===== config.mk =====
export PLATFORM = sky130hd
export DESIGN_NAME = iob_spi_fl_burst_reader
export DESIGN_NICKNAME = d
export VERILOG_FILES = /design/src/rtl/iob_spi_fl_burst_reader.sv
export SDC_FILE = /design/constraint.sdc
export NUM_CORES = 1
export LEC_CHECK = 0
export ABC_AREA = 1
export CORE_ASPECT_RATIO = 0.8
export CORE_MARGIN = 5
export CORE_UTILIZATION = 54
export DETAILED_ROUTE_END_ITERATION = 8
export PLACE_DENSITY = 0.83
export SLEW_MARGIN = 20
export SYNTH_ARGS = -nofsm -noshare
export SYNTH_HDL_FRONTEND = slang
export SYNTH_SLANG_ARGS = --single-unit
export TNS_END_PERCENT = 100

===== constraint.sdc =====
create_clock -name clk -period 6 [get_ports clk]
set_input_delay 1.2 -clock clk [delete_from_list [all_inputs] [get_ports clk]]
set_output_delay 1.2 -clock clk [all_outputs]
set_load 0.05 [all_outputs]

===== src/rtl/iob_spi_fl_burst_reader.sv =====
// Burst-read sequencer for the SPI flash controller: issues one single-word read per
// flash word and streams the returned words out through a small fall-through FIFO.
module iob_spi_fl_burst_reader #(
  parameter int DATA_W  = 32,
  parameter int ADDR_W  = 24,
  parameter int LEN_W   = 8,
  parameter int FIFO_AW = 2
) (
  input  logic              clk,
  input  logic              rst,
  input  logic              start,
  input  logic [ADDR_W-1:0] start_addr,
  input  logic [LEN_W-1:0]  len,
  input  logic [31:0]       cmd,
  output logic              busy,
  output logic              done,
  output logic              m_valid,
  output logic [DATA_W-1:0] m_data,
  input  logic              m_ready,
  output logic              fl_valid,
  output logic [31:0]       fl_address,
  output logic [31:0]       fl_command,
  input  logic              fl_ready,
  input  logic [DATA_W-1:0] fl_dataout
);

  localparam int                 DEPTH     = 1 << FIFO_AW;
  localparam logic [FIFO_AW:0]   DEPTH_CNT = {1'b1, {FIFO_AW{1'b0}}};
  localparam logic [ADDR_W-1:0]  ADDR_STEP = ADDR_W'(DATA_W / 8);

  typedef enum logic [2:0] {S_IDLE, S_ISSUE, S_ARM, S_WAIT, S_DRAIN} state_t;

  state_t              state_q, state_d;
  logic [ADDR_W-1:0]   addr_q, addr_d;
  logic [LEN_W-1:0]    remain_q, remain_d;
  logic [31:0]         cmd_q, cmd_d;
  logic                busy_q, busy_d;
  logic                done_q, done_d;
  logic                fl_valid_q, fl_valid_d;
  logic [FIFO_AW-1:0]  wr_ptr_q, wr_ptr_d;
  logic [FIFO_AW-1:0]  rd_ptr_q, rd_ptr_d;
  logic [FIFO_AW:0]    count_q, count_d;
  logic [DATA_W-1:0]   mem [DEPTH];

  logic push, pop, fifo_full;

  assign fifo_full = (count_q == DEPTH_CNT);
  assign push      = (state_q == S_WAIT) && fl_ready;
  assign pop       = m_valid && m_ready;

  always_comb begin
    // NOTE: every variable gets a default before the case so no path leaves one unassigned (no latches).
    state_d    = state_q;
    addr_d     = addr_q;
    remain_d   = remain_q;
    cmd_d      = cmd_q;
    busy_d     = busy_q;
    done_d     = 1'b0;
    fl_valid_d = 1'b0;
    wr_ptr_d   = push ? wr_ptr_q + 1'b1 : wr_ptr_q;
    rd_ptr_d   = pop  ? rd_ptr_q + 1'b1 : rd_ptr_q;
    count_d    = count_q + {{FIFO_AW{1'b0}}, push} - {{FIFO_AW{1'b0}}, pop};

    case (state_q)
      S_IDLE: begin
        if (start) begin
          if (len != '0) begin
            addr_d   = start_addr;
            remain_d = len;
            cmd_d    = cmd;
            busy_d   = 1'b1;
            state_d  = S_ISSUE;
          end else begin
            done_d = 1'b1;
          end
        end
      end
      // Only issue when the returning word is guaranteed a FIFO slot.
      S_ISSUE: begin
        if (!fifo_full && fl_ready) begin
          fl_valid_d = 1'b1;
          state_d    = S_ARM;
        end
      end
      S_ARM: state_d = S_WAIT;
      S_WAIT: begin
        if (fl_ready) begin
          addr_d   = addr_q + ADDR_STEP;
          remain_d = remain_q - 1'b1;
          state_d  = (remain_q == LEN_W'(1)) ? S_DRAIN : S_ISSUE;
        end
      end
      S_DRAIN: begin
        if (count_q == '0) begin
          done_d  = 1'b1;
          busy_d  = 1'b0;
          state_d = S_IDLE;
        end
      end
      default: state_d = S_IDLE;
    endcase
  end

  // NOTE: sequential state uses non-blocking assignments so every flop samples pre-edge values.
  always_ff @(posedge clk) begin
    if (rst) begin
      state_q    <= S_IDLE;
      addr_q     <= '0;
      remain_q   <= '0;
      cmd_q      <= '0;
      busy_q     <= 1'b0;
      done_q     <= 1'b0;
      fl_valid_q <= 1'b0;
      wr_ptr_q   <= '0;
      rd_ptr_q   <= '0;
      count_q    <= '0;
    end else begin
      state_q    <= state_d;
      addr_q     <= addr_d;
      remain_q   <= remain_d;
      cmd_q      <= cmd_d;
      busy_q     <= busy_d;
      done_q     <= done_d;
      fl_valid_q <= fl_valid_d;
      wr_ptr_q   <= wr_ptr_d;
      rd_ptr_q   <= rd_ptr_d;
      count_q    <= count_d;
    end
  end

  // NOTE: FIFO storage is not reset; emptiness is tracked by count_q, so stale contents are never visible.
  always_ff @(posedge clk) begin
    if (push) mem[wr_ptr_q] <= fl_dataout;
  end

  assign busy       = busy_q;
  assign done       = done_q;
  assign m_valid    = (count_q != '0);
  assign m_data     = mem[rd_ptr_q];
  // A reset arriving mid-burst withdraws the request immediately rather than one edge later.
  assign fl_valid   = fl_valid_q && !rst;
  assign fl_address = 32'(addr_q);
  assign fl_command = cmd_q;

endmodule


Yosys cells after proc, flatten, opt, wreduce, memory -nomap -nowiden
Memory sizes are Yosys's and may differ from the RTL's. A register that Yosys moved wholly into a read port is not among the register bits.
Cells that the tools add are included.
- $add $sub $neg: 6
- eq/ne operators: 11
- multiplexer cells: 28
- bitwise gates (word level): 1
- reductions and logical operators: 17
- operator list (cell ; number):
    24-bit 2-to-1 mux ; 3
    24-bit one-hot mux with 2 select lines ; 1
    24-bit by 3-bit adder with 24-bit output (second input constant) ; 1
    8-bit 2-to-1 mux ; 3
    3-bit 2-to-1 mux ; 6
    8-bit one-hot mux with 2 select lines ; 1
    3-bit one-hot mux with 5 select lines ; 1
    2-bit inequality test (second input constant) ; 5
    1-bit 2-to-1 mux ; 9
    8-bit by 1-bit equality test with 1-bit output (second input constant) ; 1
    4-bit AND reduction ; 2
    8-bit nonzero test ; 1
    8-bit by 1-bit subtractor with 8-bit output (second input constant) ; 1
    3-bit by 2-bit equality test with 1-bit output (second input constant) ; 2
    3-bit equality test (second input constant) ; 2
    3-bit logical NOT ; 2
    5-bit AND reduction ; 1
    2-bit by 1-bit adder with 2-bit output (second input constant) ; 2
    1-bit logical AND ; 4
    2-bit 2-to-1 mux ; 2
    1-bit one-hot mux with 2 select lines ; 2
    2-bit nonzero test ; 2
    3-bit by 1-bit adder with 3-bit output ; 1
    3-bit by 1-bit equality test with 1-bit output (second input constant) ; 1
    6 further kinds ; 7
- flip-flop bits (word level): 77
- memory bits (writable): 128
- input port bits: 101
- word-level logic and storage cells: 74
- memories: 1
- memories (memory ; depth ; width ; read ports ; clocked after Yosys merged registers in ; write ports ; RTL line ; source):
    mem ; 4 ; 32 ; 1 ; 1 ; 1 ; 43 ; logic [DATA_W-1:0] mem [DEPTH];

Logic depth before layout (Yosys ltp)
- depth in word-level cells: 5
- depth in mapped cells: 11
- depth with buffers taken out: 11

Worst setup path after synthesis
No wires, ideal clock.
- path kind: input -> output
- from: input rst
- to: output fl_valid
- arrival: 2.258 ns
- setup slack: 2.542 ns
- stages: 3
- buffers on the path: 2
- cell sequence: clkbuf_1 -> buf_1 -> nor2_1
- word-level cells in the longest chain between the ends: 2
- ends and longest elaborated chain (what ; RTL line ; source):
    start, declared ; 10 ; input logic rst,
    1-bit logical NOT ; 141 ; assign fl_valid = fl_valid_q && !rst;
    1-bit logical AND ; 141 ;
    end, declared ; 20 ; output logic fl_valid,
Every way passes these cells.

==> key figures <==
Run status
  – Run status: finished, final reports clean

Clock network
  – Total number of H-tree levels: 1
  – Total of hold buffers inserted after clock tree synthesis: 0
  – Clock input transition at the sequential cells of the worst setup and hold paths: around 60 ps
  – Post-CTS setup repair buffer count: 0
  – Buffers from clock root to sink, at most: 3
  – Number of CTS-inserted buffers: 21
  – TritonCTS clock tree: yes
  – Gates resized, CTS repair: 0
  – Clock Root Buffer: clkbuf_16
  – Clock latency on the worst-skew pair: 490 ps
  – Sink count of the clock tree: around 210

STA
  – Crit path setup slack, layout: 1451 ps
  – Setup repair after global routing missed its margin: false
  – Pins Over Slew Limit: 0
  – Max_slew headroom: 32.89%
  – Total negative slack: 0 ps
  – Clock skew: between 9 and 10 ps
  – Number of hold violations in the final report: 0
  – Final setup violating endpoints: 0
  – Share of the clock period used by the worst path after layout: around 76%
  – Transition at the pin with the smallest max-transition slack: 1005 ps
  – Achievable frequency: 219.8 MHz
  – Clock period minus worst slack: 4549 ps

Final layout
  – Fin cells: about 1,300
  – Count of fill cells added during filler insertion: approximately 1,300
  – Highest-count cells in the layout ignoring fill and taps: 191 x clkdlybuf4s50_1, 154 x nand2_1, 139 x nor2_1
  – Number of antenna repair diodes: 0
  – Area of all sequential standard cells: between 0.005 and 0.006 sq mm
  – Most common cell after layout, fill and taps aside: clkdlybuf4s50_1
  – Final core area utilization: 70.63%
  – Multi-input gate area: ~0.0030 sq mm
  – Fraction of final layout cells sized beyond drive strength 1: ~6.3%
  – Area growth from synthesis to layout: 29.80%
  – Net count reported at finish: 1,224

Floorplan
  – # IOs: 201
  – X dimension of the die: ~150 microns
  – Initial Utilization: between 50% and 60%
  – Floorplan die area: roughly 0.019 sq mm
  – CORE AREA: about 0.016 sq mm
  – Number of placement rows: between 40 and 50
  – Die boundary height: 125.0 microns

Routing
  – Average wire length per cell after detail routing: roughly 17 microns
  – Vias: about 7,300
  – Vias per cell: 5.446
  – DRC Markers: 0
  – Top layer reached by signal wires: met5
  – Wire length the detailed router placed on met1: 9521 microns
  – Met3 WL: around 2300 microns
  – First-pass detailed-route iteration total: 7
  – Count of nets left with antenna violations after detail routing: 0
  – Overall routed net length: ~23,000 microns
  – Routed length on met2: between 10,000 and 15,000 microns
  – Starting DRC count in detailed routing: between 600 and 700

Critical path
  – Worst-path fanout max: 33
  – Reg2Reg Capture Point: count_q[2]
  – Worst reg-to-reg setup slack: approximately 2900 ps
  – Startpoint type of the worst setup path: register
  – Data arrival time of the critical path: about 3400 ps
  – CP Data Required Time: roughly 4800 ps
  – Reg-to-reg startpoint: state_q[0]
  – Critical path start-end classification: reg -> out
  – Cell count of the worst reg-to-reg path: 10
  – Crit path capture type: output pin

Global routing
  – All-Layer GR Usage: a little under a quarter
  – Largest net degree at the start of global routing: 65
  – Global-route wire length before repair: 35,840 microns
  – Number of antenna violations at the first check in global routing: 1
  – Via count of the first global-routing pass: a little under 7,000
  – Global route total overflow: 0

Power and ir drop
  – Worst voltage drop across the vdd grid: 0.3186 mV
  – P_leak: between 4 and 5 nW
  – Total power density per cell area: 415.1 mW/mm^2

Hold path
  – Worst hold-check path type: reg -> reg
  – Endpoint with the worst hold slack: fl_command[17]
  – HP Start: fl_command[17]
  – Worst hold stages: 2

Logic synthesis
  – Total number of yosys warnings: 0
  – Flip-flop cell with the highest count after synthesis: edfxtp_1
  – Number of standard cells after synthesis: 940
  – Fraction of registers with async set or reset after synthesis: 0%
  – Sequential share of the synthesized area: 60.81%
  – Area leader, netlist: edfxtp_1
  – Number of unique standard cell types used by synthesis: 36
  – Average instance area after synthesis: about 9.5 sq um
  – Area fraction of the dominant cell type after synthesis: 43.09%
  – Post-synthesis instance area: between 0.008 and 0.009 sq mm
  – Area contributors post-synth: edfxtp_1 43%, dfxtp_1 18%, nand2_1 6.5%
  – Count of flip-flops with a built-in enable after synthesis: between 100 and 150
  – Flop and latch count out of synthesis: ~210

Job
  – Max capacitance violation total: 0

Place
  – Post-detailed-placement half-perimeter wirelength: about 15,000 microns
  – Post-placement cell count: 1,310
  – Number of buffers inserted by port buffering: roughly 190
  – Post-Place Worst Slack: roughly 2000 ps
  – Placer Congestion: approximately 0.85
## worst max path at each step
stage / from / endpoint / slack, ps
floorplan: rst / fl_valid / 2540
global placement: register / m_data[29] / 2080
detailed placement: register / m_data[10] / 1980
CTS: register / m_data[10] / 1440
global route: register / m_data[13] / 1170
finish: register / m_data[7] / 1450
## metal layers
metal  track usage (%)  vias up
met3             8.048       39
met2             35.32      292
met4             5.711        2
li1                  -     3550
met1             30.13     3447
met5                 0        -
## report_power, final
part	switching (mW)	total, mW	leakage, nW	internal, mW
Sequential	0.137	1.77	1.80	1.63
Clock	0.519	1.28	0.334	0.764
Combinational	1.19	1.75	2.03	0.562
## flip-flops by register name, summed over array words and instances, names as in the netlist, 2 cells and up, named ones only
name and flops:
mem 128, fl_command 32, addr_q 24, remain_q 8
count_q 3, state_q 3, rd_ptr_q 2, wr_ptr_q 2
## layout make-up
| class | instances | share of cell area (%) |
|---|---|---|
| clock buffer | 25 | 4.938 |
| clock inverter | 11 | 0.9292 |
| inverter | 53 | 1.718 |
| multi-input combinational | 630 | 26.10 |
| sequential | 207 | 46.86 |
| tap | 220 | 2.377 |
| timing repair buffer | 200 | 17.07 |
## cells by family after synthesis
kind of cell               Yosys count  synth area share (%)
buffers and inverters              110                 5.708
DFF                                207                 60.81
other                                1               0.04204
AOI/OAI and AO/OA                  206                 12.24
xor gates and xnor gates             6                0.5891
adders and majority gates           10                 1.487
and+or+nand+nor                    400                 19.12
## synthesized netlist by cell type, drive strengths merged, types with 7 or more instances
library cell and number:
nand2 162, nor2 149, edfxtp 128, o21ai 101, dfxtp 79, a21oi 70
nand3 70, inv 52, buf 35, o22ai 32, clkbuf 22, ha 9
nand4 7, nor3 7
## metrics by stage
step	total power, mW	hold WS [ps]	cell area, sq um
after global placement	3.514	447.2	10900
final	4.807	460.3	11580
after detailed placement	3.543	452.5	10900
after CTS	4.832	462.9	11580
after global routing	5.048	483.9	11580
after floorplan	3.007	436.3	8947
## worst max-delay path, stage by stage, from the launching register on
cell	delay [ps]
dfxtp_1	980
inv_1	750
o21ai_0	260
o22ai_1	130
clkdlybuf4s50_1	730
Note: power is estimated with default switching activity, not from simulation.
